<file path="src/rtl/code_entry_pkg.sv">
// Shared types and key-code constants for the safe combination sequencer.
package code_entry_pkg;

    typedef enum logic [2:0] {
        ST_IDLE,
        ST_ENTRY,
        ST_CHECK,
        ST_OPEN,
        ST_PROG,
        ST_FAIL,
        ST_LOCKOUT
    } state_t;

    localparam logic [3:0] KEY_CLR  = 4'hA;
    localparam logic [3:0] KEY_ENT  = 4'hB;
    localparam logic [3:0] KEY_PROG = 4'hC;

    function automatic logic is_digit(input logic [3:0] code);
        return (code <= 4'd9);
    endfunction

endpackage

</file>
<file path="src/rtl/code_entry_sequencer_if.sv">
// Key-event handshake between the keypad scanner (master) and the sequencer (slave).
interface code_entry_sequencer_if;

    logic       key_valid;
    logic [3:0] key_code;
    logic       key_ready;

    modport master (
        output key_valid,
        output key_code,
        input  key_ready
    );

    modport slave (
        input  key_valid,
        input  key_code,
        output key_ready
    );

endinterface

</file>
<file path="src/rtl/code_entry_sequencer_state_timer.sv">
// Free-running cycle counter with synchronous clear and a terminal compare
// against the limit of whichever state is currently timed.
module state_timer #(
    parameter int TIMER_W = 24
) (
    input  logic               clk,
    input  logic               rst,
    input  logic               clear,
    input  logic [TIMER_W-1:0] limit,
    output logic               expired
);

    logic [TIMER_W-1:0] count_reg;

    always_ff @(posedge clk) begin
        if (rst || clear) begin
            count_reg <= '0;
        end else begin
            count_reg <= count_reg + TIMER_W'(1);
        end
    end

    assign expired = (count_reg == (limit - TIMER_W'(1)));

endmodule

</file>
<file path="src/rtl/code_entry_sequencer.sv">
// Safe combination entry FSM: buffers keypad digits, checks them against the
// stored code, drives lock/LED/lockout outputs and supports re-programming.
module code_entry_sequencer
    import code_entry_pkg::*;
#(
    parameter int          CODE_LEN       = 4,
    parameter logic [23:0] DEFAULT_CODE   = 24'h001234,
    parameter int          TIMER_W        = 24,
    parameter int          TIMEOUT_CYCLES = 1000000,
    parameter int          HOLD_CYCLES    = 500000,
    parameter int          LOCKOUT_CYCLES = 8000000,
    parameter int          MAX_FAILS      = 3
) (
    input  logic                    clk,
    input  logic                    rst,
    code_entry_sequencer_if.slave   key_if,
    output logic                    unlock,
    output logic                    green,
    output logic                    blue,
    output logic                    lockout,
    output logic [1:0]              fail_cnt,
    output logic [2:0]              digit_cnt
);

    localparam logic [2:0]         LEN_CNT     = 3'(CODE_LEN);
    localparam logic [1:0]         FAIL_LIMIT  = 2'(MAX_FAILS);
    localparam logic [TIMER_W-1:0] TIMEOUT_LIM = TIMER_W'(TIMEOUT_CYCLES);
    localparam logic [TIMER_W-1:0] HOLD_LIM    = TIMER_W'(HOLD_CYCLES);
    localparam logic [TIMER_W-1:0] LOCKOUT_LIM = TIMER_W'(LOCKOUT_CYCLES);

    state_t      state_reg, state_next;
    logic [2:0]  digit_cnt_reg, digit_cnt_next;
    logic [1:0]  fail_cnt_reg, fail_cnt_next;
    logic        key_ready_reg;
    logic        unlock_reg, green_reg, blue_reg, lockout_reg;

    logic        key_accept;
    logic        key_digit;
    logic        buf_wr;
    logic        buf_clear;
    logic        code_commit;
    logic        code_match;
    logic [CODE_LEN-1:0] slot_match;

    logic               timer_clear;
    logic               timer_expired;
    logic [TIMER_W-1:0] timer_limit;

    assign key_accept = key_if.key_valid && key_ready_reg;
    assign key_digit  = is_digit(key_if.key_code);

    // Per-slot digit buffer and code register; slot 0 is the first digit typed.
    generate
        for (genvar gi = 0; gi < CODE_LEN; gi++) begin : gen_slot
            logic [3:0] digit_reg;
            logic [3:0] code_reg;

            always_ff @(posedge clk) begin
                if (rst || buf_clear) begin
                    digit_reg <= 4'd0;
                end else if (buf_wr && (digit_cnt_reg == 3'(gi))) begin
                    digit_reg <= key_if.key_code;
                end
            end

            always_ff @(posedge clk) begin
                if (rst) begin
                    code_reg <= DEFAULT_CODE[(CODE_LEN-1-gi)*4 +: 4];
                end else if (code_commit) begin
                    code_reg <= digit_reg;
                end
            end

            assign slot_match[gi] = (digit_reg == code_reg);
        end
    endgenerate

    assign code_match = (digit_cnt_reg == LEN_CNT) && (&slot_match);

    always_comb begin
        timer_limit = TIMEOUT_LIM;
        case (state_reg)
            ST_FAIL:    timer_limit = HOLD_LIM;
            ST_LOCKOUT: timer_limit = LOCKOUT_LIM;
            default:    timer_limit = TIMEOUT_LIM;
        endcase
    end

    always_comb begin
        state_next     = state_reg;
        digit_cnt_next = digit_cnt_reg;
        fail_cnt_next  = fail_cnt_reg;
        buf_wr         = 1'b0;
        buf_clear      = 1'b0;
        code_commit    = 1'b0;

        case (state_reg)
            ST_IDLE: begin
                if (key_accept && key_digit) begin
                    buf_wr         = 1'b1;
                    digit_cnt_next = 3'd1;
                    state_next     = ST_ENTRY;
                end
            end

            ST_ENTRY: begin
                if (key_accept) begin
                    if (key_digit) begin
                        if (digit_cnt_reg < LEN_CNT) begin
                            buf_wr         = 1'b1;
                            digit_cnt_next = digit_cnt_reg + 3'd1;
                        end
                    end else if (key_if.key_code == KEY_CLR) begin
                        buf_clear      = 1'b1;
                        digit_cnt_next = 3'd0;
                        state_next     = ST_IDLE;
                    end else if (key_if.key_code == KEY_ENT) begin
                        state_next = ST_CHECK;
                    end
                end else if (timer_expired) begin
                    buf_clear      = 1'b1;
                    digit_cnt_next = 3'd0;
                    state_next     = ST_IDLE;
                end
            end

            ST_CHECK: begin
                buf_clear      = 1'b1;
                digit_cnt_next = 3'd0;
                if (code_match) begin
                    fail_cnt_next = 2'd0;
                    state_next    = ST_OPEN;
                end else begin
                    fail_cnt_next = fail_cnt_reg + 2'd1;
                    state_next    = ((fail_cnt_reg + 2'd1) == FAIL_LIMIT) ? ST_LOCKOUT : ST_FAIL;
                end
            end

            ST_OPEN: begin
                if (key_accept) begin
                    if (key_if.key_code == KEY_ENT) begin
                        state_next = ST_IDLE;
                    end else if (key_if.key_code == KEY_PROG) begin
                        buf_clear      = 1'b1;
                        digit_cnt_next = 3'd0;
                        state_next     = ST_PROG;
                    end
                end else if (timer_expired) begin
                    state_next = ST_IDLE;
                end
            end

            ST_PROG: begin
                if (key_accept) begin
                    if (key_digit) begin
                        if (digit_cnt_reg < LEN_CNT) begin
                            buf_wr         = 1'b1;
                            digit_cnt_next = digit_cnt_reg + 3'd1;
                        end
                    end else if (key_if.key_code == KEY_ENT) begin
                        code_commit    = (digit_cnt_reg == LEN_CNT);
                        buf_clear      = 1'b1;
                        digit_cnt_next = 3'd0;
                        state_next     = ST_OPEN;
                    end else if (key_if.key_code == KEY_CLR) begin
                        buf_clear      = 1'b1;
                        digit_cnt_next = 3'd0;
                        state_next     = ST_OPEN;
                    end
                end else if (timer_expired) begin
                    buf_clear      = 1'b1;
                    digit_cnt_next = 3'd0;
                    state_next     = ST_IDLE;
                end
            end

            ST_FAIL: begin
                if (timer_expired) begin
                    state_next = ST_IDLE;
                end
            end

            ST_LOCKOUT: begin
                if (timer_expired) begin
                    fail_cnt_next = 2'd0;
                    state_next    = ST_IDLE;
                end
            end

            default: begin
                state_next = ST_IDLE;
            end
        endcase
    end

    // Keys swallowed in FAIL/LOCKOUT must not stretch the penalty, so only
    // the idle-timeout states restart the timer on an accepted key.
    assign timer_clear = (state_next != state_reg) ||
                         (key_accept && (state_reg != ST_FAIL) && (state_reg != ST_LOCKOUT));

    state_timer #(
        .TIMER_W (TIMER_W)
    ) u_state_timer (
        .clk     (clk),
        .rst     (rst),
        .clear   (timer_clear),
        .limit   (timer_limit),
        .expired (timer_expired)
    );

    always_ff @(posedge clk) begin
        if (rst) begin
            state_reg     <= ST_IDLE;
            digit_cnt_reg <= 3'd0;
            fail_cnt_reg  <= 2'd0;
            key_ready_reg <= 1'b1;
            unlock_reg    <= 1'b0;
            green_reg     <= 1'b0;
            blue_reg      <= 1'b0;
            lockout_reg   <= 1'b0;
        end else begin
            state_reg     <= state_next;
            digit_cnt_reg <= digit_cnt_next;
            fail_cnt_reg  <= fail_cnt_next;
            key_ready_reg <= (state_next != ST_CHECK);
            unlock_reg    <= (state_next == ST_OPEN) || (state_next == ST_PROG);
            green_reg     <= (state_next == ST_OPEN);
            blue_reg      <= (state_next == ST_FAIL) || (state_next == ST_LOCKOUT) ||
                             (state_next == ST_PROG);
            lockout_reg   <= (state_next == ST_LOCKOUT);
        end
    end

    assign key_if.key_ready = key_ready_reg;
    assign unlock           = unlock_reg;
    assign green            = green_reg;
    assign blue             = blue_reg;
    assign lockout          = lockout_reg;
    assign fail_cnt         = fail_cnt_reg;
    assign digit_cnt        = digit_cnt_reg;

endmodule

</file>
<file path="src/flat_wrapper.sv">
// flat-port wrapper written by rule: the top's interface ports become plain ports
module code_entry_sequencer_flat import code_entry_pkg::*;
#(
    parameter int          CODE_LEN       = 4,
    parameter logic [23:0] DEFAULT_CODE   = 24'h001234,
    parameter int          TIMER_W        = 24,
    parameter int          TIMEOUT_CYCLES = 1000000,
    parameter int          HOLD_CYCLES    = 500000,
    parameter int          LOCKOUT_CYCLES = 8000000,
    parameter int          MAX_FAILS      = 3
)
  (clk, rst, unlock, green, blue, lockout, fail_cnt, digit_cnt, key_if_key_valid, key_if_key_code, key_if_key_ready);
  code_entry_sequencer_if key_if_i ();
  input  logic clk;
  input  logic rst;
  output logic unlock;
  output logic green;
  output logic blue;
  output logic lockout;
  output logic [1:0] fail_cnt;
  output logic [2:0] digit_cnt;
  input wire logic [$bits(key_if_i.key_valid)-1:0] key_if_key_valid;
  input wire logic [$bits(key_if_i.key_code)-1:0] key_if_key_code;
  output wire logic [$bits(key_if_i.key_ready)-1:0] key_if_key_ready;
  assign key_if_i.key_valid = key_if_key_valid;
  assign key_if_i.key_code = key_if_key_code;
  assign key_if_key_ready = key_if_i.key_ready;
  code_entry_sequencer #(.CODE_LEN(CODE_LEN), .DEFAULT_CODE(DEFAULT_CODE), .TIMER_W(TIMER_W), .TIMEOUT_CYCLES(TIMEOUT_CYCLES), .HOLD_CYCLES(HOLD_CYCLES), .LOCKOUT_CYCLES(LOCKOUT_CYCLES), .MAX_FAILS(MAX_FAILS)) u_core (.clk(clk), .rst(rst), .key_if(key_if_i), .unlock(unlock), .green(green), .blue(blue), .lockout(lockout), .fail_cnt(fail_cnt), .digit_cnt(digit_cnt));
endmodule
</file>
<file path="config.mk">
export PLATFORM = sky130hd
export DESIGN_NAME = code_entry_sequencer_flat
export DESIGN_NICKNAME = d
export VERILOG_FILES = /design/src/rtl/code_entry_pkg.sv /design/src/rtl/code_entry_sequencer_if.sv /design/src/rtl/code_entry_sequencer_state_timer.sv /design/src/rtl/code_entry_sequencer.sv /design/src/flat_wrapper.sv
export SDC_FILE = /design/constraint.sdc
export NUM_CORES = 1
export LEC_CHECK = 0
export ABC_CLOCK_PERIOD_IN_PS = 6200
export BUFFER_PORTS_ARGS = -buffer_cell sky130_fd_sc_hd__buf_2
export CORE_MARGIN = 4
export CORE_UTILIZATION = 62
export DETAILED_ROUTE_END_ITERATION = 8
export PLACE_DENSITY_LB_ADDON = 0.1
export SYNTH_ARGS = -nofsm -noshare
export SYNTH_HDL_FRONTEND = slang
export SYNTH_HIERARCHICAL = 1
export SYNTH_SLANG_ARGS = --single-unit
</file>
<file path="constraint.sdc">
create_clock -name clk -period 6.2 [get_ports clk]
set_input_delay 0.31 -clock clk [delete_from_list [all_inputs] [get_ports clk]]
set_output_delay 0.31 -clock clk [all_outputs]
set_load 0.05 [all_outputs]
</file>
---- Yosys cells after proc, flatten, opt, wreduce, memory -nomap -nowiden ----
Cells that the tools add are included.
word-level totals
  flip-flop bits (word level) ............. 69
  latch bits .............................. 0
  memory bits (writable) .................. 0
  ROM bits ................................ 0
  bits of input ports ..................... 7
  output and inout bits ................... 10
  memories ................................ 0
operators by class
  $add $sub $neg .......................... 4
  multiply operators ...................... 0
  divide/modulo/power cells ............... 0
  order comparisons ....................... 2
  eq/ne operators ......................... 32
  shift-type cells ........................ 0
  multiplexer cells ....................... 53
  bitwise gates (word level) .............. 0
  reductions and logical operators ........ 24
operators by type and width
  operator                                             count
  2-to-1 mux 3 bit                                     26
  case mux 23 bit (2 select lines)                     1
  adder 24 x 1 -> 24 bit, second input constant        1
  equality test 24 bit                                 1
  subtractor 24 x 1 -> 24 bit, second input constant   1
  equality test 3 bit, second input constant           7
  2-to-1 mux 1 bit                                     18
  case mux 3 bit (6 select lines)                      1
  equality test 4 bit                                  4
  equality test 3 x 2 -> 1 bit, second input constant  5
  case mux 3 bit (5 select lines)                      1
  equality test 4 bit, second input constant           3
  logical AND 1 bit                                    9
  != test 2 x 1 -> 1 bit, second input constant        4
  equality test 3 x 1 -> 1 bit, second input constant  2
  zero test 3 bit                                      2
  logical OR 1 bit                                     6
  2-to-1 mux 2 bit                                     3
  != test 3 bit, second input constant                 2
  AND reduction 5 bit                                  1
  nonzero test 5 bit                                   1
  <= comparator 4 bit, second input constant           1
  case mux 1 bit (4 select lines)                      1
  case mux 2 bit (2 select lines)                      1
  other kinds (12)                                     13

---- Longest topological paths before layout ----
  depth in word-level cells ............... 10
  mapped depth ............................ 20
  depth with buffers taken out ............ 17

---- Modules after synthesis ----
Netlist, hierarchy kept.
by module, submodules not included
  module                instances  cells an instance  area each (µm²)
  code_entry_sequencer  1          298                2,351.0
  state_timer           1          241                1,896.8

---- Worst setup path after synthesis ----
No wires, ideal clock.
  path kind ............................... register -> register
  start ................................... register u_core.state_reg[2]
  end ..................................... register u_core.u_state_timer.count_reg[20]
  arrival time ............................ 5.111 ns
  data required time ...................... 6.072 ns
  path slack .............................. 0.962 ns
  stages on the path, launching flop included .. 21
  path buffers ............................ 4
  clock period less this slack ............ 5.238 ns
  cell sequence ........................... dfxtp_1 -> clkbuf_1 -> nand2_1 -> nor2_1 -> nor2_1 -> or4_1 -> or4_4 -> buf_6 -> mux2i_1 -> mux2_2 -> a211o_1 -> nor4_2 -> nor2b_1 -> o211ai_1 -> o21ai_0 -> a21oi_1 -> a211o_1 -> or2_2 -> clkbuf_1 -> clkbuf_1 -> nor2_1
between the ends
  cells in the longest elaborated chain, start to end .. 10
  elaborated cells between the ends (all ways) .. 32
ends and longest elaborated chain
  element                                     RTL line                                                                               RTL
  start: declaration                          code_entry_sequencer.sv:31                                                             state_t state_reg, state_next;
  start signal: assignment                    code_entry_sequencer.sv:222                                                            state_reg <= state_next;
  equality test 3 bit                         code_entry_sequencer.sv:82                                                             case (state_reg)
  case mux 23 bit (2 select lines) (*)        code_entry_sequencer.sv:82
  via u_core.timer_limit[13]                  code_entry_sequencer.sv:47                                                             logic [TIMER_W-1:0] timer_limit;
  subtractor 24 x 1 -> 24 bit (*)             code_entry_sequencer_state_timer.sv:23                                                 assign expired = (count_reg == (limit - TIMER_W'(1)));
  equality test 24 bit (*)                    code_entry_sequencer_state_timer.sv:23
  via u_core.timer_expired                    code_entry_sequencer.sv:46                                                             logic timer_expired;
  2-to-1 mux 3 bit (*)                        n/a
  2-to-1 mux 3 bit, on equally long branches  code_entry_sequencer.sv:154, code_entry_sequencer.sv:107, code_entry_sequencer.sv:140
  case mux 3 bit (6 select lines) (*)         code_entry_sequencer.sv:97                                                             case (state_reg)
  != test 3 bit (*)                           code_entry_sequencer.sv:198                                                            assign timer_clear = (state_next != state_reg) ||
  logical OR 1 bit (*)                        code_entry_sequencer.sv:198
  via u_core.timer_clear                      code_entry_sequencer.sv:45                                                             logic timer_clear;
  logical OR 1 bit (*)                        code_entry_sequencer_state_timer.sv:16                                                 if (rst || clear) begin
  end signal: assignment                      code_entry_sequencer_state_timer.sv:19                                                 count_reg <= count_reg + TIMER_W'(1);
  end: declaration                            code_entry_sequencer_state_timer.sv:13                                                 logic [TIMER_W-1:0] count_reg;
The timed path passes the listed nets; every way through them passes the cells marked *.
A chain may end at the register's enable or synchronous reset.

---- Worst setup path in the final report ----
  start ................................... register u_core.state_reg[1]
  end ..................................... register u_core.unlock_reg (netlist: u_core/unlock)
between the ends
  cells in the longest elaborated chain, start to end .. 9
  elaborated cells between the ends (all ways) .. 28
ends and longest elaborated chain
  element                                                              RTL line                                                                               RTL
  equality test 3 bit                                                  code_entry_sequencer.sv:82
  case mux 23 bit (2 select lines) (*)                                 code_entry_sequencer.sv:82
  via u_core.timer_limit[16]                                           code_entry_sequencer.sv:47
  subtractor 24 x 1 -> 24 bit (*)                                      code_entry_sequencer_state_timer.sv:23
  equality test 24 bit (*)                                             code_entry_sequencer_state_timer.sv:23
  via u_core.timer_expired                                             code_entry_sequencer.sv:46
  2-to-1 mux 3 bit (*)                                                 n/a
  2-to-1 mux 3 bit, on equally long branches                           code_entry_sequencer.sv:154, code_entry_sequencer.sv:107, code_entry_sequencer.sv:140
  case mux 3 bit (6 select lines) (*)                                  code_entry_sequencer.sv:97
  equality test 3 x 2 -> 1 bit or equality test 3 bit (tied branches)  code_entry_sequencer.sv:226                                                            unlock_reg <= (state_next == ST_OPEN) || (state_next == ST_PROG);
  logical OR 1 bit (*)                                                 code_entry_sequencer.sv:226
  end signal: assignment                                               code_entry_sequencer.sv:226
  end: declaration                                                     code_entry_sequencer.sv:35                                                             logic unlock_reg, green_reg, blue_reg, lockout_reg;
Marked as above.

==> impl_results.md <==
* Initial Util at 65.4%
* CP Max Fanout at 25
* Root Buffer: clkbuf_8
* Slew headroom at 25.1%
* Sw Ratio at 28.0%
* Final Cycle Share at 85.4%
* Layout Cells excl Fill at 663
* Port bufs at 16
* Clock sink total at 69
* Mapped Avg Cell Area at 7.88 sq um
* Synth area leader: dfxtp_1
* Clock power share at 37.3%
* Worst hold slack at 0.295 ns
* VDD IR max at 146 uV
* CTS buffer count at 9
* Post-Syn Instances at 539
* Setup Fix Bufs, Post-CTS at 0
* Syn Std Cell Area at 4250 sq um
* Overall Global Routing Usage at 23.0%
* Post-synthesis sequential area ratio at 32.5%
* Detailed-route wire length per cell at 14.2 microns
* Violation count after the first detailed-route iteration at 177
* GR Overflow Total at 0
* Drt first pass iters at 5
* Fill count at 532
* Synthesized flop and latch total at 69
* Max reg flops at 24
* Maxcap violations at 0
* Synth top area share at 32.5%
* Ys flop type: dfxtp_1
* Hold-fix buffers, CTS at 0
* # diodes at 0
* Final hold vios at 0
* Sw power at 242 uW
* Type of the tightest min-delay check: in -> reg
* Fraction of layout cells with a size suffix above 1 at 8.70%
* Row Count at 29
* Crit path DAT at 5.54 ns
* Ys async rst share at 0%
* Area of the multi-input gates at 2800 sq um
* Pin count of the biggest net entering global routing at 28
* Worst Skew at 0.00864 ns
* Number of global-route vias before repair at 3,473
* Vias at 3,876
* H-tree lvl count at 3
* Skew-Pair Late Insertion Delay at 0.35 ns
* Critical Setup Path Class: reg -> reg
* Initial antenna violation count at 0
* CP endpoint kind: flop
* Ports at 17
* Slew at the pin with the worst max-slew slack at 1.12 ns
* Status: completed
* Seq. cell area at 1380 sq um
* Max frequency at 189 MHz
* Reg2reg start: u_core/state_reg[1]$_SDFF_PP0_
* Setup ws final at 0.905 ns
* Reg-to-reg critical path endpoint: u_core/unlock$_SDFF_PP0_
* Setup Viol. Count Final at 0
* First-pass GRT wire length at 15,800 microns
* Gpl congestion at 0.903
* CTS tree: yes
* Die height at 90.8 microns
* Setup slack, reg-to-reg at 0.91 ns
* Setup TNS at 0 ns
* Number of routed nets with antenna violations at 0
* Via/cell ratio at 5.85
* Leak pwr at 0.00163 uW
* Critical Path RT at 6.45 ns
* EDFF count, synth at 0
* Max Slew Vio Count at 0
* Die ar. at 8240 sq um
* Hold_sp: key_if_key_code[3]
* Clock tree buffer depth at 2
* Core area at 6490 sq um
* Dpl hpwl at 6850 microns
* Die width at 90.8 microns
* Area growth syn-to-layout at 8.28%
* Worst Hold Endpoint: u_core/gen_slot[3].digit_reg[3]$_SDFFE_PP0P_
* Unrepaired setup endpoints after global routing: no
* Startpoint Class: flop
* WHS Path Cells at 3
* Int Power at 623 uW
* Cell variety after synth at 66
* DRC errors left at 0
* Pre-CTS WS at 1.01 ns
* PostCTS Resize Cnt at 0
* Reg power frac at 52.9%
* Period minus WS final at 5.29 ns
* Ranking of synthesized cells by area: dfxtp_1 (33%), xnor2_1 (8.0%), nand2_1 (6.7%), xor2_1 (5.8%), nand3_1 (4.8%)
* Final WL at 9410 microns
* Comb pwr share at 9.8%
* Synth warn at 6
* R2R depth at 16
* Layout Nets at 595
* Clock transition at path regs at 0.08 ns
* Placed Cells at 647
* Power density over cell area at 188 nW/um^2
==> per-stage QoR <==
stage,util [%],instance area [sq um],total power (uW)
after floorplan,-,4390,533
after global placement,68.2,4430,548
after detailed placement,68.2,4430,550
after CTS,70.8,4600,873
after global routing,70.8,4600,905
final,70.8,4600,865
==> logic make-up (layout without fill, tap and decap cells) <==
logic type	count (synthesis)	count (layout)	synth area share, %
other	2	40	0.177
AOI/OAI and AO/OA	94	94	14.9
adders and majority gates	7	7	2.06
xor gates and xnor gates	67	67	13.8
buffers and inverters	40	49	5.10
and+or+nand+nor	257	257	30.7
DFF	69	69	32.5
muxes	3	3	0.736
==> metal layers <==
layer / vias up / wire length, microns / track usage (%) / share of wire (%)
met5: - / 0 / 0 / 0
met4: 0 / 217 / 8.92 / 2.3
met3: 21 / 428 / 5.92 / 4.5
met2: 87 / 4520 / 38.0 / 48
met1: 1806 / 4240 / 28.8 / 45
li1: 1962 / - / - / -
==> worst max path at each step <==
stage | from | end | slack (ns) | depth (start not counted)
6_report | u_core/state_reg[1]$_SDFF_PP0_ | u_core/unlock$_SDFF_PP0_ | 0.91 | 16
5_1_grt | u_core/state_reg[1]$_SDFF_PP0_ | u_core/gen_slot[1].digit_reg[1]$_SDFFE_PP0P_ | 0.44 | 15
4_1_cts | u_core/state_reg[1]$_SDFF_PP0_ | u_core/unlock$_SDFF_PP0_ | 0.99 | 16
3_5_place_dp | u_core/state_reg[1]$_SDFF_PP0_ | u_core/unlock$_SDFF_PP0_ | 1.01 | 16
3_3_place_gp | u_core/state_reg[1]$_SDFF_PP0_ | u_core/unlock$_SDFF_PP0_ | 1.20 | 16
2_1_floorplan | u_core/state_reg[2]$_SDFF_PP0_ | u_core/u_state_timer/count_reg[20]$_SDFF_PP0_ | 0.96 | 20
==> critical path, cell delays in order (launching register included) <==
cell and delay [ns]:
dfxtp_1 0.86, nor2b_1 0.28, nand2_1 0.25, inv_1 0.15, nor2_1 0.15, or4_1 0.62, or4_4 0.58, mux2i_1 0.15
mux2_2 0.26, a211o_1 0.27, nor4_2 0.35, nor2b_1 0.13, a221oi_1 0.29, o2bb2ai_1 0.09, a211oi_1 0.42, nor3_1 0.11
a31o_2 0.23
==> power groups by stage <==
stage	logic (uW)	registers, uW	clock network, uW
2_1_floorplan	63.0	470	0
3_3_place_gp	80.4	468	0
3_5_place_dp	81.3	468	0
4_1_cts	82.0	458	333
5_1_grt	95.1	459	351
6_report	84.8	458	322
==> cell usage after synthesis (all sizes together), types with 9 or more instances <==
| library cell | n |
|---|---|
| inv | 15 |
| o21ai | 12 |
| nand3 | 42 |
| xor2 | 28 |
| nor2 | 52 |
| nor4 | 10 |
| or3 | 9 |
| xnor2 | 39 |
| clkbuf | 11 |
| nand4 | 11 |
| dfxtp | 69 |
| a21oi | 37 |
| nand2 | 76 |
| buf | 13 |
| nor3 | 14 |
==> cells in the final DEF, fill, tap and decap left out, types with 4 or more instances in the layout <==
cell / Yosys / layout
o21ai_0: 12 / 12
or4_1: 7 / 7
nor2_1: 51 / 51
nand2_1: 76 / 76
buf_2: 6 / 16
or2_2: 4 / 4
nor4_1: 9 / 9
and3_1: 6 / 6
ha_1: 7 / 7
nor3_1: 13 / 13
a31oi_1: 7 / 7
xnor2_1: 39 / 39
a21oi_1: 37 / 37
or3_1: 9 / 9
a211oi_1: 8 / 8
dfxtp_1: 69 / 69
nand3_1: 41 / 41
nand4_1: 11 / 11
conb_1: 2 / 40
nand2b_1: 5 / 5
xor2_1: 28 / 28
clkbuf_8: 0 / 9
inv_1: 15 / 15
==> cell type report <==
type / instances / share of cell area (%)
multi-input combinational: 468 / 60.8
clock buffer: 9 / 2.69
tap: 77 / 2.09
timing repair buffer: 18 / 2.07
inverter: 15 / 1.22
clock inverter: 7 / 1.06
sequential: 69 / 30.0
Note: power is estimated with default switching activity, not from simulation.
